$ cat config.mk
export PLATFORM = sky130hd
export DESIGN_NAME = uart_tx_arbiter_flat
export DESIGN_NICKNAME = d
export VERILOG_FILES = /design/src/rtl/uart_tx_arbiter_if.sv /design/src/rtl/uart_tx_arbiter.sv /design/src/flat_wrapper.sv
export SDC_FILE = /design/constraint.sdc
export NUM_CORES = 1
export LEC_CHECK = 0
export CAP_MARGIN = 10
export CORE_ASPECT_RATIO = 1.75
export CORE_MARGIN = 2
export CORE_UTILIZATION = 50
export DETAILED_ROUTE_END_ITERATION = 8
export MAX_ROUTING_LAYER = met4
export PLACE_DENSITY_LB_ADDON = 0.08
export SYNTH_ARGS = -nofsm -noshare
export SYNTH_HDL_FRONTEND = slang
export SYNTH_SLANG_ARGS = --single-unit
$ cat constraint.sdc
create_clock -name clk -period 4.8 [get_ports clk]
set_input_delay 0.48 -clock clk [delete_from_list [all_inputs] [get_ports clk]]
set_output_delay 0.48 -clock clk [all_outputs]
set_load 0.005 [all_outputs]
$ cat src/rtl/uart_tx_arbiter_if.sv
// -----------------------------------------------------------------------------
// uart_tx_arbiter_if
// Bundles the requester handshake and the UART-side signals of uart_tx_arbiter.
//   slave  : the arbiter itself (consumes req_*, drives ready/transmit/status)
//   master : the environment (byte sources plus the uart core)
// Signals:
//   req_valid[N]   requester i offers a byte
//   req_data[8N]   byte of requester i in bits [8i+7:8i]
//   req_ready[N]   one-hot accept strobe
//   req_last[N]    last byte of a packet (only with UART_ARB_PACKET_EN)
//   uart_transmit  one-cycle start pulse to the uart
//   uart_tx_byte   byte presented to the uart
//   uart_is_transmitting  uart frame in progress
//   grant[N]       owner of the current transfer, 0 when idle
//   busy           arbiter not idle
//   start_err      pulse when the uart failed to start in time
// Optional feature macro: UART_ARB_PACKET_EN
// -----------------------------------------------------------------------------
interface uart_tx_arbiter_if #(
  parameter int NUM_REQ = 4
);
  logic [NUM_REQ-1:0]   req_valid;
  logic [8*NUM_REQ-1:0] req_data;
  logic [NUM_REQ-1:0]   req_ready;
`ifdef UART_ARB_PACKET_EN
  logic [NUM_REQ-1:0]   req_last;
`endif
  logic                 uart_transmit;
  logic [7:0]           uart_tx_byte;
  logic                 uart_is_transmitting;
  logic [NUM_REQ-1:0]   grant;
  logic                 busy;
  logic                 start_err;

`ifdef UART_ARB_PACKET_EN
  modport slave (
    input  req_valid, req_data, req_last, uart_is_transmitting,
    output req_ready, uart_transmit, uart_tx_byte, grant, busy, start_err
  );
  modport master (
    output req_valid, req_data, req_last, uart_is_transmitting,
    input  req_ready, uart_transmit, uart_tx_byte, grant, busy, start_err
  );
`else
  modport slave (
    input  req_valid, req_data, uart_is_transmitting,
    output req_ready, uart_transmit, uart_tx_byte, grant, busy, start_err
  );
  modport master (
    output req_valid, req_data, uart_is_transmitting,
    input  req_ready, uart_transmit, uart_tx_byte, grant, busy, start_err
  );
`endif
endinterface

$ cat src/rtl/uart_tx_arbiter.sv
// -----------------------------------------------------------------------------
// uart_tx_arbiter
// Shares one uart transmitter among NUM_REQ byte sources. One requester is
// granted at a time in round-robin order; the chosen byte is registered onto
// uart_tx_byte with a one-cycle uart_transmit pulse, and the grant is held
// until the uart reports the frame has left the line. If the uart does not
// raise is_transmitting within START_TIMEOUT cycles the byte is dropped and
// start_err pulses.
// Ports:
//   clk    system clock
//   rst_n  asynchronous active-low reset
//   bus    uart_tx_arbiter_if.slave (requester handshake, uart side, status)
// Parameters:
//   NUM_REQ        number of requesters, 2..8
//   START_TIMEOUT  cycles allowed for the uart to start, 2..255
// Optional feature macro: UART_ARB_PACKET_EN
//   When defined, a byte accepted with req_last=0 locks arbitration to that
//   requester until a byte with req_last=1 is accepted, a start timeout
//   fires, or reset.
// -----------------------------------------------------------------------------
module uart_tx_arbiter #(
  parameter int NUM_REQ       = 4,
  parameter int START_TIMEOUT = 16
) (
  input logic              clk,
  input logic              rst_n,
  uart_tx_arbiter_if.slave bus
);

  localparam int PW = (NUM_REQ > 1) ? $clog2(NUM_REQ) : 1;

  typedef enum logic [1:0] {
    ST_IDLE  = 2'd0,
    ST_START = 2'd1,
    ST_DRAIN = 2'd2
  } state_t;

  state_t               state_q, state_d;
  logic [PW-1:0]        ptr_q, ptr_d;
  logic [7:0]           cnt_q, cnt_d;
  logic [7:0]           tx_byte_q, tx_byte_d;
  logic                 transmit_q, transmit_d;
  logic [NUM_REQ-1:0]   grant_q, grant_d;
  logic                 start_err_q, start_err_d;
  logic [NUM_REQ-1:0]   ready_c;

  logic [7:0]           req_byte [NUM_REQ];
  logic [NUM_REQ-1:0]   eligible;
  logic [NUM_REQ-1:0]   cand;
  logic                 found;
  logic [PW-1:0]        winner;
  logic [NUM_REQ-1:0]   winner_oh;
  logic [7:0]           cnt_inc;

  genvar gi;
  generate
    for (gi = 0; gi < NUM_REQ; gi++) begin : g_byte
      assign req_byte[gi] = bus.req_data[8*gi +: 8];
    end
  endgenerate

`ifdef UART_ARB_PACKET_EN
  logic          lock_q, lock_d;
  logic [PW-1:0] lock_idx_q, lock_idx_d;

  // While a packet is open only its owner may be chosen.
  generate
    for (gi = 0; gi < NUM_REQ; gi++) begin : g_elig
      assign eligible[gi] = ~lock_q | (lock_idx_q == PW'(gi));
    end
  endgenerate
`else
  assign eligible = '1;
`endif

  assign cand = bus.req_valid & eligible;

  // Round-robin search starting just after the last winner, with wrap.
  always_comb begin
    logic [PW:0] idx;
    found  = 1'b0;
    winner = '0;
    idx    = '0;
    for (int k = 1; k <= NUM_REQ; k++) begin
      idx = {1'b0, ptr_q} + (PW+1)'(k);
      if (idx >= (PW+1)'(NUM_REQ)) idx = idx - (PW+1)'(NUM_REQ);
      if (!found && cand[idx[PW-1:0]]) begin
        found  = 1'b1;
        winner = idx[PW-1:0];
      end
    end
  end

  assign winner_oh = NUM_REQ'(1) << winner;
  assign cnt_inc   = cnt_q + 8'd1;

  // Next-state and handshake logic.
  always_comb begin
    state_d     = state_q;
    ptr_d       = ptr_q;
    cnt_d       = cnt_q;
    tx_byte_d   = tx_byte_q;
    transmit_d  = 1'b0;
    grant_d     = grant_q;
    start_err_d = 1'b0;
    ready_c     = '0;
`ifdef UART_ARB_PACKET_EN
    lock_d      = lock_q;
    lock_idx_d  = lock_idx_q;
`endif
    case (state_q)
      ST_IDLE: begin
        cnt_d = 8'd0;
        // The uart may still be finishing a frame started before a reset,
        // so never grant onto a busy line. ready is also held low while
        // rst_n is asserted so nothing can be accepted during reset.
        if (rst_n && !bus.uart_is_transmitting && found) begin
          ready_c    = winner_oh;
          tx_byte_d  = req_byte[winner];
          transmit_d = 1'b1;
          grant_d    = winner_oh;
          ptr_d      = winner;
          state_d    = ST_START;
`ifdef UART_ARB_PACKET_EN
          lock_d     = ~bus.req_last[winner];
          lock_idx_d = winner;
`endif
        end
      end
      ST_START: begin
        if (bus.uart_is_transmitting) begin
          state_d = ST_DRAIN;
          cnt_d   = 8'd0;
        end else if (cnt_inc == 8'(START_TIMEOUT)) begin
          // The uart never started: drop the byte rather than retry.
          start_err_d = 1'b1;
          grant_d     = '0;
          state_d     = ST_IDLE;
          cnt_d       = 8'd0;
`ifdef UART_ARB_PACKET_EN
          lock_d      = 1'b0;
`endif
        end else begin
          cnt_d = cnt_inc;
        end
      end
      ST_DRAIN: begin
        if (!bus.uart_is_transmitting) begin
          grant_d = '0;
          state_d = ST_IDLE;
        end
      end
      default: begin
        state_d = ST_IDLE;
        grant_d = '0;
      end
    endcase
  end

  always_ff @(posedge clk or negedge rst_n) begin
    if (!rst_n) begin
      state_q     <= ST_IDLE;
      ptr_q       <= PW'(NUM_REQ - 1);
      cnt_q       <= 8'd0;
      tx_byte_q   <= 8'd0;
      transmit_q  <= 1'b0;
      grant_q     <= '0;
      start_err_q <= 1'b0;
`ifdef UART_ARB_PACKET_EN
      lock_q      <= 1'b0;
      lock_idx_q  <= '0;
`endif
    end else begin
      state_q     <= state_d;
      ptr_q       <= ptr_d;
      cnt_q       <= cnt_d;
      tx_byte_q   <= tx_byte_d;
      transmit_q  <= transmit_d;
      grant_q     <= grant_d;
      start_err_q <= start_err_d;
`ifdef UART_ARB_PACKET_EN
      lock_q      <= lock_d;
      lock_idx_q  <= lock_idx_d;
`endif
    end
  end

  assign bus.req_ready     = ready_c;
  assign bus.uart_transmit = transmit_q;
  assign bus.uart_tx_byte  = tx_byte_q;
  assign bus.grant         = grant_q;
  assign bus.busy          = (state_q != ST_IDLE);
  assign bus.start_err     = start_err_q;

endmodule
$ cat src/flat_wrapper.sv
// flat-port wrapper written by rule: the top's interface ports become plain ports
module uart_tx_arbiter_flat 
#(
  parameter int NUM_REQ       = 4,
  parameter int START_TIMEOUT = 16
)
  (clk, rst_n, bus_req_valid, bus_req_data, bus_uart_is_transmitting, bus_req_ready, bus_uart_transmit, bus_uart_tx_byte, bus_grant, bus_busy, bus_start_err);
  uart_tx_arbiter_if #(.NUM_REQ(NUM_REQ)) bus_i ();
  input logic clk;
  input logic rst_n;
  input wire logic [$bits(bus_i.req_valid)-1:0] bus_req_valid;
  input wire logic [$bits(bus_i.req_data)-1:0] bus_req_data;
  input wire logic [$bits(bus_i.uart_is_transmitting)-1:0] bus_uart_is_transmitting;
  output wire logic [$bits(bus_i.req_ready)-1:0] bus_req_ready;
  output wire logic [$bits(bus_i.uart_transmit)-1:0] bus_uart_transmit;
  output wire logic [$bits(bus_i.uart_tx_byte)-1:0] bus_uart_tx_byte;
  output wire logic [$bits(bus_i.grant)-1:0] bus_grant;
  output wire logic [$bits(bus_i.busy)-1:0] bus_busy;
  output wire logic [$bits(bus_i.start_err)-1:0] bus_start_err;
  assign bus_i.req_valid = bus_req_valid;
  assign bus_i.req_data = bus_req_data;
  assign bus_i.uart_is_transmitting = bus_uart_is_transmitting;
  assign bus_req_ready = bus_i.req_ready;
  assign bus_uart_transmit = bus_i.uart_transmit;
  assign bus_uart_tx_byte = bus_i.uart_tx_byte;
  assign bus_grant = bus_i.grant;
  assign bus_busy = bus_i.busy;
  assign bus_start_err = bus_i.start_err;
  uart_tx_arbiter #(.NUM_REQ(NUM_REQ), .START_TIMEOUT(START_TIMEOUT)) u_core (.clk(clk), .rst_n(rst_n), .bus(bus_i));
endmodule
* Word-level counts from Yosys, hierarchy flattened
Index checks and enable logic that the tools add are counted.
** Word-level totals
- Register bits :: 26
- Input bits :: 39
- Output and inout port bits :: 19
- Logic and storage cells :: 93
** Operators by class
- $add $sub $neg :: 9
- Order comparisons :: 9
- Eq/ne operators :: 8
- Shift-type cells :: 1
- Mux-type cells :: 43
- Bitwise logic cells :: 1
- Reduce and logical (&&, ||, !) cells :: 15
** Operators with widths (count)
- $mux W8 :: 4
- $mux W2 :: 12
- $mux W4 :: 6
- $bmux W8 S2 :: 1
- $pmux W8 S2 :: 1
- $ge A3 B3 Y1 const B :: 5
- $mux W1 :: 13
- $lt A2 B3 Y1 const B :: 4
- $pmux W4 S3 :: 1
- $add A8 B1 Y8 const B :: 1
- $bmux W1 S2 :: 4
- $eq A8 B5 Y1 const B :: 1
- $sub A2 B1 Y2 const B :: 4
- $add A2 B2 Y3 const B :: 2
- $pmux W2 S3 :: 1
- $logic_and A1 B1 Y1 :: 5
- $logic_not A1 Y1 :: 4
- $ne A2 B1 Y1 const B :: 2
- $ne A2 B2 Y1 const B :: 2
- $reduce_and A4 Y1 :: 1
- $reduce_bool A2 Y1 :: 2
- $shl A1 B2 Y4 const A :: 1
- $add A2 B1 Y3 const B :: 1
- $add A2 B3 Y3 const B :: 1
- 7 further kinds :: 7

* Longest topological paths before layout
- Word-level depth :: 19
- Gate-level depth with buffers :: 9
- Mapped depth without buffers :: 6

* Worst setup path before layout
OpenSTA, ideal clock, no wires.
- Path type :: input -> output
- From :: input port bus_req_valid[2]
- To :: output port bus_req_ready[1]
- Data arrival time :: 1.450 ns
- Required time :: 4.320 ns
- Setup slack :: 2.870 ns
- Stages on the path :: 8
- Path buffers :: 3
- Path through :: buf_4 > nor4_4 > nor4b_2 > nand2b_1 > buf_6 > inv_2 > buf_6 > and2_4
** Between the ends
- Word-level cells in the longest chain between the ends :: 15
- Elaborated cells on any way between the ends :: 26
- Those cells by class :: 1 x shift; 18 x mux; 7 x reduce/logical
** RTL lines
- start, declared :: RTL line flat_wrapper.sv:11 : input wire logic [$bits(bus_i.req_valid)-1:0] bus_req_valid;
- $bmux W1 S2 :: RTL line uart_tx_arbiter.sv:87 : if (!found && cand[idx[PW-1:0]]) begin
- $mux W1 (implied by the code) :: RTL line uart_tx_arbiter.sv:87
- $mux W1 :: RTL line uart_tx_arbiter.sv:87
- $logic_not A1 Y1 :: RTL line uart_tx_arbiter.sv:87
- $logic_and A1 B1 Y1 :: RTL line uart_tx_arbiter.sv:87
- $mux W1 :: RTL line uart_tx_arbiter.sv:87
- $logic_not A1 Y1 :: RTL line uart_tx_arbiter.sv:87
- $logic_and A1 B1 Y1 :: RTL line uart_tx_arbiter.sv:87
- $mux W1 :: RTL line uart_tx_arbiter.sv:87
- $logic_not A1 Y1 :: RTL line uart_tx_arbiter.sv:87
- $logic_and A1 B1 Y1 :: RTL line uart_tx_arbiter.sv:87
- $mux W2 or $mux W1 (tied branches) :: RTL line uart_tx_arbiter.sv:87
- $shl A1 B2 Y4 or $logic_and A1 B1 Y1 (tied branches) :: RTL line uart_tx_arbiter.sv:94, uart_tx_arbiter.sv:117
- $mux W4 * :: RTL line uart_tx_arbiter.sv:117 : if (rst_n && !bus.uart_is_transmitting && found) begin
- $mux W4 * :: RTL line uart_tx_arbiter.sv:111 : case (state_q)
- end, declared :: RTL line flat_wrapper.sv:14 : output wire logic [$bits(bus_i.req_ready)-1:0] bus_req_ready;
Mark *: on every way between the ends. The rest lies on a longest branch, timed or not. The select of a mux whose other input is x is not followed.

* Worst setup path in the final report
- From :: input port bus_req_valid[2]
- To :: output port bus_req_ready[0]
Same word-level chain as after synthesis.

==> results.md <==
* # Post-CTS Setup Buffers at 0
* Crit path time final at between 3 and 4 ns
* Crit path cell chain: clkdlybuf4s50_1, nor4_4, nor4b_2, nand2b_1, inv_2, and2_1, clkdlybuf4s50_1
* # IOs at 58
* CTS resizes at 0
* Static leakage at 0.9968 nW
* Critical Path Source Type: input port
* VDD IR-drop max at around 240 uV
* Vias in the first global route at 1656
* Final instance area at 2386 um2
* TritonCTS Sinks at 26
* CTS HTree Levels at 1
* Hold_buf cts at 0
* Pin count of the biggest net entering global routing at 27
* Cell Pwr Density at around 390 nW/um2
* Clock-pin slew on the worst setup and hold paths at 0.08 ns
* Critical Path Max Stage Delay at between 0.7 and 0.8 ns
* Crit Path Class: in2out
* Post-synth ARST share at 100.0%
* Layout area overhead at 32.06%
* WL per Instance at 16.04 um
* Setup TNS at 0 ns
* Final non-filler cell total at a little under 300
* GR Util All Layers at 24.91%
* Cell mode on critical path: clkdlybuf4s50_1
* 1st-iter DRT viols at 32
* Layout Skew at approximately 0.0023 ns
* Overall Power at 0.9364 mW
* Slowest-stage cell, CP: clkdlybuf4s50_1
* Commonest non-fill, non-tap cell in the layout: clkdlybuf4s50_1
* Max-slew headroom at 56.87%
* Crit path buf inv count at 3
* Least-Margin Pin Slew at 0.6412 ns
* Largest fanout on the critical path at 16
* Nets at between 200 and 300
* TritonRoute pass-1 iters at 4
* Num CTS Buffers at 3
* Syn Inst Count at 195
* Starting Density at 52.62%
* CP top delay family: buffers and inverters
* CP arrival at 2.99 ns
* Most frequent cells in the layout: 57 x clkdlybuf4s50_1, 24 x dfrtp_1, 18 x nor2_1
* Register area at 653.1 um2
* RSZ-0062 raised after global routing: no
* Dpl hpwl at 3849 um
* Gp weighted congestion at about 0.77
* Port buffer count at 57
* CP Capture Type: primary output
* # rows at 28
* Final Setup Violations at 0
* Routed Antenna Nets at 0
* Core area at 3433 um2
* Fraction of layout cells with a size suffix above 1 at ~8.9%
* Area of the multi-input gates at 1039 um2
* CTS tree: done
* FMAX at approximately 290 MHz
* Core Util, Final at a little over two thirds
* Filler cell count in the final layout at 312
* Synth Register Bits at 26
* Die height at 83.52 um
* Worst hold slack at approximately 0.48 ns
* Initial antenna violation count at 0
* DRC Markers at 0
* Post-synth cell types at 53
* DP Area at 2341 um2
* Crit path required time at between 4 and 5 ns
* Status: finished, final reports clean
* Vias at 1648
* Clk Latency, worst-skew pair at 0.26 ns
* Fin worst setup slack at 1.326 ns
* Post-DR vias/cell at 5.663
* Place WS at 1.298 ns
* Register area share after synthesis at 36.15%
* Ys Warns at 0
* Period Utilization, post-route at 72.38%
* Placed Cells at 287
* Final antenna diode count at 0
* WL final at 4669 um
* Clock Path Buffers at 2
* Pins Over Slew Limit at 0
* Die area at approximately 4100 um2
* First-pass GRT wire length at approximately 7800 um
* Final global-route overflow total at 0
* Avg Inst Size Synth at 9.265 um2
* Root Buffer: clkbuf_8
* Die Span X at 49.44 um
* Post-synth EDFFs at 0
* Hold/Removal Path Class: reg2reg
* Max-cap violations at 0
* Synthesized cell area at ~1800 um2
* Synth Flop Type: dfrtp_1
* Final hold violation count at 0
* Net count after synthesis at roughly 240
final cells by class:
class	count	share of cell area (%)
inverters	4	0.6293
multi-input cells	154	43.52
well taps	45	2.360
repair buffers	58	24.23
clock buffers	4	1.888
flip-flops and latches	26	27.37
worst register-to-register path: cells and delay by family (launching register included):
kind	cells	cell delay (ns)
flops	1	0.65
simple gates	1	0.21
compound gates	4	0.97
sequential cells by signal, summed over array words and instances (netlist names):
register	flops
u_core.bus.uart_tx_byte	8
u_core.cnt_q	8
u_core.bus.grant	4
u_core.ptr_q	2
u_core.state_q	2
u_core.bus.start_err	1
u_core.bus.uart_transmit	1
power breakdown:
group          internal (mW)  total, mW  switching, mW
Clock                 0.0592      0.120         0.0611
Combinational          0.243      0.457          0.214
Sequential             0.290      0.359         0.0698
Total                  0.592      0.936          0.345
cells in the mapped netlist (2+ instances only):
| library cell | number | area (um2) |
|---|---|---|
| a21boi_0 | 2 | 15.01 |
| a21o_1 | 14 | 105.1 |
| a21oi_1 | 12 | 60.06 |
| a221oi_1 | 7 | 61.31 |
| and3_1 | 5 | 31.28 |
| buf_2 | 2 | 10.01 |
| buf_6 | 7 | 78.83 |
| dfrtp_1 | 24 | 600.6 |
| dfstp_2 | 2 | 52.55 |
| ha_1 | 2 | 25.02 |
| inv_1 | 3 | 11.26 |
| nand2_1 | 14 | 52.55 |
| nand2b_1 | 4 | 25.02 |
| nand3_1 | 2 | 10.01 |
| nand4_1 | 8 | 50.05 |
| nor2_1 | 18 | 67.56 |
| nor2b_1 | 2 | 12.51 |
| nor2b_2 | 2 | 17.52 |
| nor3_1 | 4 | 20.02 |
| nor3b_1 | 2 | 15.01 |
| o21a_1 | 5 | 37.54 |
| o21ai_0 | 14 | 70.07 |
| o22ai_1 | 2 | 12.51 |
| o31ai_1 | 8 | 60.06 |
| xnor2_1 | 2 | 17.52 |
layer usage:
layer | part of all wire [%] | wire, um | GRT usage, % | vias up
met5 | 0 | 0 | - | -
met4 | 3.4 | 157 | 11.62 | 0
met3 | 3.8 | 179 | 2.867 | 12
met2 | 54 | 2517 | 44.59 | 36
met1 | 39 | 1816 | 26.71 | 771
li1 | - | - | - | 829
path summary, 6_finish.rpt:
check | startpoint | to | slack [ns] | depth (start not counted)
worst max-delay path | bus_req_valid[2] | bus_req_ready[0] | 1.33 | 7
worst min-delay path | u_core.bus.grant[2] | u_core.bus.grant[2] | 0.48 | 1
worst max register to register | u_core.ptr_q[0] | u_core.bus.uart_tx_byte[4] | 2.90 | 5
worst min register to register | u_core.bus.grant[2] | u_core.bus.grant[2] | 0.48 | 1
max in group asynchronous | rst_n | u_core.ptr_q[0] | 3.83 | 2
min in group asynchronous | rst_n | u_core.cnt_q[6] | 0.67 | 2
logic make-up after synthesis:
| logic type | synth area share [%] |
|---|---|
| AO/OA/AOI/OAI | 30.75 |
| AND/OR/NAND/NOR | 23.34 |
| buffers and inverters | 6.371 |
| adder cells (fa/ha/maj) | 1.385 |
| flip-flops | 36.15 |
| XOR/XNOR | 1.455 |
| multiplexers | 0.5540 |
Power figures use the tool's default switching activity.
